$ cat src/rtl/float_to_fixed.sv
// float_to_fixed
//   Iterative converter from {sign, biased exponent, hidden-one mantissa}
//   floating point to a signed two's-complement fixed-point word with N_FRAC
//   fractional bits. Alignment moves the significand one bit per cycle.
//   Special and out-of-range inputs take a one-edge early exit.
//
//   Optional feature macro: CBF_F2FIX_ROUND_EN
//     defined     : round to nearest, ties to even, using guard/sticky bits
//     not defined : truncate the magnitude toward zero (no guard/sticky)
//
// Ports
//   clk        rising-edge clock
//   rst        asynchronous, active-low reset
//   in_data    {sign, exp, mant}
//   in_valid   input word present
//   in_ready   converter idle and accepting
//   out_data   signed fixed-point result
//   out_sat    result was clamped (Inf or overflow)
//   out_nan    input was NaN (result forced to 0)
//   out_valid  result present
//   out_ready  consumer accepts
//   dbg_state  current FSM state (0 IDLE, 1 SHIFT, 2 OUTPUT)
//
// Handshake: a word moves on a rising edge where valid and ready are both
// high. The producer holds data stable while valid is high and ready is
// low; valid never waits on ready. in_ready is high only in IDLE, out_valid
// only in OUTPUT, so exactly one conversion is in flight.
module float_to_fixed #(
  parameter int N_EXP  = 8,
  parameter int N_MANT = 23,
  parameter int N_OUT  = 16,
  parameter int N_FRAC = 8
) (
  input  logic                  clk,
  input  logic                  rst,
  input  logic [N_EXP+N_MANT:0] in_data,
  input  logic                  in_valid,
  output logic                  in_ready,
  output logic [N_OUT-1:0]      out_data,
  output logic                  out_sat,
  output logic                  out_nan,
  output logic                  out_valid,
  input  logic                  out_ready,
  output logic [1:0]            dbg_state
);

  localparam int BIAS  = (1 << (N_EXP - 1)) - 1;
  localparam int SIG_W = N_MANT + 1;
  // One spare bit on top so a rounding carry is visible to the clamp.
  localparam int MW    = ((SIG_W > N_OUT) ? SIG_W : N_OUT) + 1;
  localparam int CW    = $clog2(MW + 1) + 1;

  localparam logic [MW-1:0]    POS_LIM = MW'((1 << (N_OUT - 1)) - 1);
  localparam logic [MW-1:0]    NEG_LIM = MW'(1 << (N_OUT - 1));
  localparam logic [N_OUT-1:0] POS_SAT = {1'b0, {(N_OUT-1){1'b1}}};
  localparam logic [N_OUT-1:0] NEG_SAT = {1'b1, {(N_OUT-1){1'b0}}};

  typedef enum logic [1:0] {
    S_IDLE   = 2'd0,
    S_SHIFT  = 2'd1,
    S_OUTPUT = 2'd2
  } state_t;

  state_t           r_state;
  logic             r_in_ready;
  logic             r_out_valid;
  logic [N_OUT-1:0] r_data;
  logic             r_sat;
  logic             r_nan;
  logic             r_sign;
  logic             r_left;
  logic [MW-1:0]    r_mag;
  logic [CW-1:0]    r_cnt;
`ifdef CBF_F2FIX_ROUND_EN
  logic             r_guard;
  logic             r_sticky;
`endif

  // ---------------------------------------------------------------------
  // Input decode and classification
  // ---------------------------------------------------------------------
  logic              w_sign;
  logic [N_EXP-1:0]  w_exp;
  logic [N_MANT-1:0] w_mant;
  assign {w_sign, w_exp, w_mant} = in_data;

  int   w_sh;       // alignment shift, positive = left
  int   w_abs_sh;
  int   w_top;      // bit position the hidden one lands on
  logic w_is_nan;
  logic w_is_inf;
  logic w_is_zero;
  logic w_exact_min;
  logic w_ovf;
  logic w_tiny;

  always_comb begin
    w_sh        = int'(w_exp) - BIAS + N_FRAC - N_MANT;
    w_abs_sh    = (w_sh < 0) ? -w_sh : w_sh;
    w_top       = N_MANT + w_sh;
    w_is_nan    = (&w_exp) & (|w_mant);
    w_is_inf    = (&w_exp) & ~(|w_mant);
    w_is_zero   = ~(|w_exp);
    // -2^(N_OUT-1) is representable even though its magnitude is not.
    w_exact_min = w_sign & ~(|w_mant) & (w_top == N_OUT - 1);
    w_ovf       = (w_top >= N_OUT - 1) & ~w_exact_min;
    // Everything shifts out below the guard position: always zero.
    w_tiny      = (-w_sh > N_MANT + 1);
  end

  // ---------------------------------------------------------------------
  // One alignment step. In IDLE this is the load of the significand; in
  // SHIFT it is one shift. When the step brings the counter to zero the
  // stepped value is finalized on the same edge, so the SHIFT path costs
  // |sh| edges after the accept edge (and sh=0 finalizes at accept).
  // ---------------------------------------------------------------------
  logic [MW-1:0] w_mag_n;
  logic [CW-1:0] w_cnt_n;
  logic          w_sign_n;
`ifdef CBF_F2FIX_ROUND_EN
  logic          w_guard_n;
  logic          w_sticky_n;
`endif

  always_comb begin
    w_mag_n    = r_mag;
    w_cnt_n    = r_cnt;
    w_sign_n   = r_sign;
`ifdef CBF_F2FIX_ROUND_EN
    w_guard_n  = r_guard;
    w_sticky_n = r_sticky;
`endif
    if (r_state == S_IDLE) begin
      w_mag_n    = MW'({1'b1, w_mant});
      w_cnt_n    = CW'(w_abs_sh);
      w_sign_n   = w_sign;
`ifdef CBF_F2FIX_ROUND_EN
      w_guard_n  = 1'b0;
      w_sticky_n = 1'b0;
`endif
    end else begin
      w_cnt_n = r_cnt - 1'b1;
      if (r_left) begin
        w_mag_n = {r_mag[MW-2:0], 1'b0};
      end else begin
        w_mag_n    = {1'b0, r_mag[MW-1:1]};
`ifdef CBF_F2FIX_ROUND_EN
        w_guard_n  = r_mag[0];
        w_sticky_n = r_sticky | r_guard;
`endif
      end
    end
  end

  // ---------------------------------------------------------------------
  // Finalize: round, clamp, apply sign
  // ---------------------------------------------------------------------
  logic [MW-1:0]    w_mag_r;
  logic [MW-1:0]    w_lim;
  logic [MW-1:0]    w_mag_c;
  logic             w_fin_sat;
  logic [N_OUT-1:0] w_fin_data;

  always_comb begin
`ifdef CBF_F2FIX_ROUND_EN
    w_mag_r = w_mag_n + MW'(w_guard_n & (w_sticky_n | w_mag_n[0]));
`else
    w_mag_r = w_mag_n;
`endif
    w_lim      = w_sign_n ? NEG_LIM : POS_LIM;
    w_fin_sat  = (w_mag_r > w_lim);
    w_mag_c    = w_fin_sat ? w_lim : w_mag_r;
    // Negating zero yields zero, so a negative zero never escapes.
    w_fin_data = w_sign_n ? (N_OUT'(0) - w_mag_c[N_OUT-1:0]) : w_mag_c[N_OUT-1:0];
  end

  logic w_step_done;
  assign w_step_done = (w_cnt_n == '0);

  // ---------------------------------------------------------------------
  // FSM and registered outputs
  // ---------------------------------------------------------------------
  always_ff @(posedge clk or negedge rst) begin
    if (!rst) begin
      r_state     <= S_IDLE;
      r_in_ready  <= 1'b1;
      r_out_valid <= 1'b0;
      r_data      <= '0;
      r_sat       <= 1'b0;
      r_nan       <= 1'b0;
      r_sign      <= 1'b0;
      r_left      <= 1'b0;
      r_mag       <= '0;
      r_cnt       <= '0;
`ifdef CBF_F2FIX_ROUND_EN
      r_guard     <= 1'b0;
      r_sticky    <= 1'b0;
`endif
    end else begin
      case (r_state)
        S_IDLE: begin
          if (in_valid) begin
            r_in_ready <= 1'b0;
            r_sign     <= w_sign;
            r_left     <= (w_sh > 0);
            if (w_is_nan) begin
              r_data <= '0;
              r_sat  <= 1'b0;
              r_nan  <= 1'b1;
            end else if (w_is_inf || (!w_is_zero && w_ovf)) begin
              r_data <= w_sign ? NEG_SAT : POS_SAT;
              r_sat  <= 1'b1;
              r_nan  <= 1'b0;
            end else if (w_is_zero || w_tiny) begin
              r_data <= '0;
              r_sat  <= 1'b0;
              r_nan  <= 1'b0;
            end
            if (w_is_nan || w_is_inf || w_is_zero || w_ovf || w_tiny ||
                w_step_done) begin
              if (!(w_is_nan || w_is_inf || w_is_zero || w_ovf || w_tiny)) begin
                r_data <= w_fin_data;
                r_sat  <= w_fin_sat;
                r_nan  <= 1'b0;
              end
              r_state     <= S_OUTPUT;
              r_out_valid <= 1'b1;
            end else begin
              r_mag    <= w_mag_n;
              r_cnt    <= w_cnt_n;
`ifdef CBF_F2FIX_ROUND_EN
              r_guard  <= w_guard_n;
              r_sticky <= w_sticky_n;
`endif
              r_state  <= S_SHIFT;
            end
          end
        end

        S_SHIFT: begin
          if (w_step_done) begin
            r_data      <= w_fin_data;
            r_sat       <= w_fin_sat;
            r_nan       <= 1'b0;
            r_state     <= S_OUTPUT;
            r_out_valid <= 1'b1;
          end else begin
            r_mag    <= w_mag_n;
            r_cnt    <= w_cnt_n;
`ifdef CBF_F2FIX_ROUND_EN
            r_guard  <= w_guard_n;
            r_sticky <= w_sticky_n;
`endif
          end
        end

        S_OUTPUT: begin
          if (out_ready) begin
            r_state     <= S_IDLE;
            r_out_valid <= 1'b0;
            r_in_ready  <= 1'b1;
          end
        end

        default: begin
          r_state     <= S_IDLE;
          r_out_valid <= 1'b0;
          r_in_ready  <= 1'b1;
        end
      endcase
    end
  end

  assign in_ready  = r_in_ready;
  assign out_valid = r_out_valid;
  assign out_data  = r_data;
  assign out_sat   = r_sat;
  assign out_nan   = r_nan;
  assign dbg_state = r_state;

endmodule
$ cat config.mk
export PLATFORM = sky130hd
export DESIGN_NAME = float_to_fixed
export DESIGN_NICKNAME = d
export VERILOG_FILES = /design/src/rtl/float_to_fixed.sv
export SDC_FILE = /design/constraint.sdc
export NUM_CORES = 1
export LEC_CHECK = 0
export ABC_AREA = 1
export CAP_MARGIN = 30
export CORE_MARGIN = 10
export CORE_UTILIZATION = 70
export CTS_CLUSTER_DIAMETER = 50
export DETAILED_ROUTE_END_ITERATION = 16
export DONT_BUFFER_PORTS = 1
export GPL_TIMING_DRIVEN = 0
export HOLD_SLACK_MARGIN = 0.05
export PLACE_DENSITY = 0.86
export SYNTH_ARGS = -nofsm -noshare
export SYNTH_HDL_FRONTEND = slang
export SYNTH_SLANG_ARGS = --single-unit
export TNS_END_PERCENT = 50
$ cat constraint.sdc
create_clock -name clk -period 7.7 [get_ports clk]
set_input_delay 1.155 -clock clk [delete_from_list [all_inputs] [get_ports clk]]
set_output_delay 1.155 -clock clk [all_outputs]
set_load 0.005 [all_outputs]
==> impl_metrics.csv <==
group,metric,value,unit
status,run_status,"finished, final reports clean",
route,finalWirelength,16110,µm
route,routed-via-count,6181,
synth,yosys.cell_types.count,42,
sta,fin_skew,13.73,ps
route,drc_errors,0,
power_and_ir_drop,ir_worst_vdd,334.3,µV
grt,grt_max_degree,56,
worst_setup_path,critPathCaptureType,"flip-flop",
job,drv_cap,0,
placed_design,dp_cells,1046,
synth,syn-cell-area,0.005632,mm²
synth,synth_top_area_cell,"nand2_1",
route,wl_per_cell,15.28,µm
worst_setup_path,critPathLaunch,"dbg_state[1]",
placed_design,pre_cts_slack,2066,ps
cells_and_area,syn_to_final_growth,4.310,%
placed_design,io_buffers,0,
synth,syn-num-nets,1011,
synth,ys_seq_area_share,24.46,%
synth,synth-seq-cells,55,
grt,grt_overflow,0,
power_and_ir_drop,powerDensity,465.6,mW/mm²
synth,netlist.area_leader.share,25.26,%
synth,asyncSetResetFlopFracSynth,100.0,%
grt,antenna_found_initial,0,
worst_setup_path,regToRegSetupSlack,2030,ps
cells_and_area,final_cell_mix,"379 x nand2_1, 88 x nand3_1, 86 x inv_1",
sta,min_period,5673,ps
route,drtPass1Iterations,5,
cts,htree_levels,2,
synth,synth_edf_count,0,
sta,final_hold_viol_count,0,
sta,fin_crit_sh,73.68,%
route,drt_iter0_drc,516,
cells_and_area,antenna_cells,0,
sta,max_freq,176.3,MHz
cells_and_area,final_util,75.63,%
worst_setup_path,critical_path_class,"flip-flop to flip-flop",
route,via_per_inst,5.864,
cts,clockRootBuffer,"clkbuf_8",
worst_setup_path,start_kind,"flip-flop",
cts,hold_buffers,0,
placed_design,dp_hpwl,12530,µm
sta,setup_viol,0,
worst_setup_path,required,7930,ps
synth,synth_area_leaders,"nand2_1 25%, dfrtp_1 24%, nand3_1 7.8%",
cells_and_area,fin_cells,1054,
worst_setup_path,r2r_end,"out_data[14]",
sta,fin_setup_tns,0,ps
cells_and_area,drive_above_1_share,8.718,%
sta,worstMarginPinSlew,1029,ps
synth,ys.flop_type,"dfrtp_1",
sta,rsz0062_at_grt,"false",
worst_setup_path,r2r_cells,29,
grt,track_usage,26.74,%
die,io_pins,58,
route,drtAntennaViolNets,0,
synth,syn_avg_cell_area,5.966,µm²
cts,cts_sinks,55,
worst_setup_path,crit_path_end,"out_data[14]",
worst_setup_path,cpMaxStageDelayCell,"clkbuf_1",
cts,post_cts_resized,0,
worst_setup_path,cp.arrival,5900,ps
cts,post-cts-setup-buffers,0,
die,core,0.007767,mm²
cts,clkLatencyLatePin,330,ps
cts,clk_path_buf_depth,2,
cells_and_area,final_common_cell,"nand2_1",
synth,postSynthCellCount,944,
grt,grt_pass1_vias,5768,
placed_design,gp_congestion,1.063,
cts,cts_tree,"built",
die,start_util,72.50,%
power_and_ir_drop,power_leakage,0.003147,µW
cts,cts.clk_slew.worst_paths,120,ps
worst_setup_path,cp_max_fo,23,
synth,yosysWarningCount,0,
grt,grt_pass1_wl,26620,µm
die,die_h,109.7,µm
die,dieArea,0.01203,mm²
worst_setup_path,worst_path_largest_cell_delay,540,ps
sta,worst_slack,2027,ps
worst_setup_path,cpMostUsedCell,"nand2_1",
sta,slew_headroom,31.38,%
cts,cts_buffers,5,
die,die_x,109.7,µm
min_path,hold_path_class,"primary input to asynchronous set/reset pin",
cells_and_area,fill_cells,682,
sta,final_max_slew_viol_count,0,
worst_setup_path,reg2reg_from,"dbg_state[1]",
die,row_count,32,
cells_and_area,nNetsFinal,1018,
worst min path at each step:
stage | endpoint | slack, ps | cells after the start
floorplan | r_sign | 450 | 2
global placement | r_sign | 470 | 2
detailed placement | r_mag[14] | 490 | 2
CTS | r_cnt[2] | 510 | 0
global route | out_valid | 490 | 0
finish | dbg_state[1] | 510 | 0
Yosys cell counts, types with 4 or more instances:
cell type,count
nand2_1,379
nand3_1,88
inv_1,86
nor2_1,75
dfrtp_1,54
a21oi_1,34
ha_1,31
o21ai_0,29
o21ai_1,25
nand4_1,23
nand2_2,16
inv_2,12
buf_2,9
clkbuf_1,9
nor3_1,7
o211ai_1,7
o21ai_2,7
buf_6,6
buf_4,5
nand3_2,4
state kept, by name, indices dropped and copies added, names as in the netlist:
name and cells:
r_mag 25, out_data 16, r_cnt 6, dbg_state 2, in_ready 1, out_nan 1, out_sat 1, out_valid 1
r_left 1, r_sign 1
per-stage QoR:
stage	cell area, µm²	hold slack (ps)	total power [µW]
floorplan	5632	453.4	2001
finish	5874	506.7	2735
global placement	5759	471.0	2390
global route	5874	492.3	2998
CTS	5874	511.5	2682
detailed placement	5759	491.4	2467
where the power goes:
part	switching, µW	internal (µW)
sequential	123	432
combinational	1330	640
clock	110	98.3
total	1560	1170
worst max-delay path, delay by kind of cell (launching register included):
family | cells | cell delay, ps
adder cells (fa/ha/maj) | 2 | 720
AO/OA/AOI/OAI | 1 | 520
AND/OR/NAND/NOR | 18 | 2060
flip-flops | 1 | 520
buffers and inverters | 8 | 1700
final cells by class:
| type | count | area, µm² | share of cell area [%] |
|---|---|---|---|
| Buffer | 32 | 211.5 | 3.600 |
| Clock buffer | 5 | 68.82 | 1.171 |
| Clock inverter | 3 | 46.29 | 0.7881 |
| Inverter | 101 | 386.6 | 6.581 |
| Multi-Input combinational cell | 756 | 3656 | 62.24 |
| Sequential cell | 55 | 1378 | 23.45 |
| Tap cell | 102 | 127.6 | 2.173 |
cells by family after synthesis:
family	Yosys count	share of synthesized area [%]
AOI/OAI and AO/OA	110	10.93
xor gates and xnor gates	3	0.4666
adders and majority gates	31	6.887
buffers and inverters	133	10.62
and+or+nand+nor	612	46.63
DFF	55	24.46
routing by layer:
| layer | up-vias | wire (µm) | track usage (%) | part of all wire [%] |
|---|---|---|---|---|
| met3 | 40 | 1580 | 5.442 | 9.8 |
| met5 | - | 0 | 0 | 0 |
| met1 | 2796 | 6616 | 33.72 | 41 |
| met2 | 287 | 7483 | 44.63 | 46 |
| met4 | 0 | 425 | 9.015 | 2.6 |
| li1 | 3058 | - | - | - |
No activity file was read; power rests on OpenSTA's default activity.
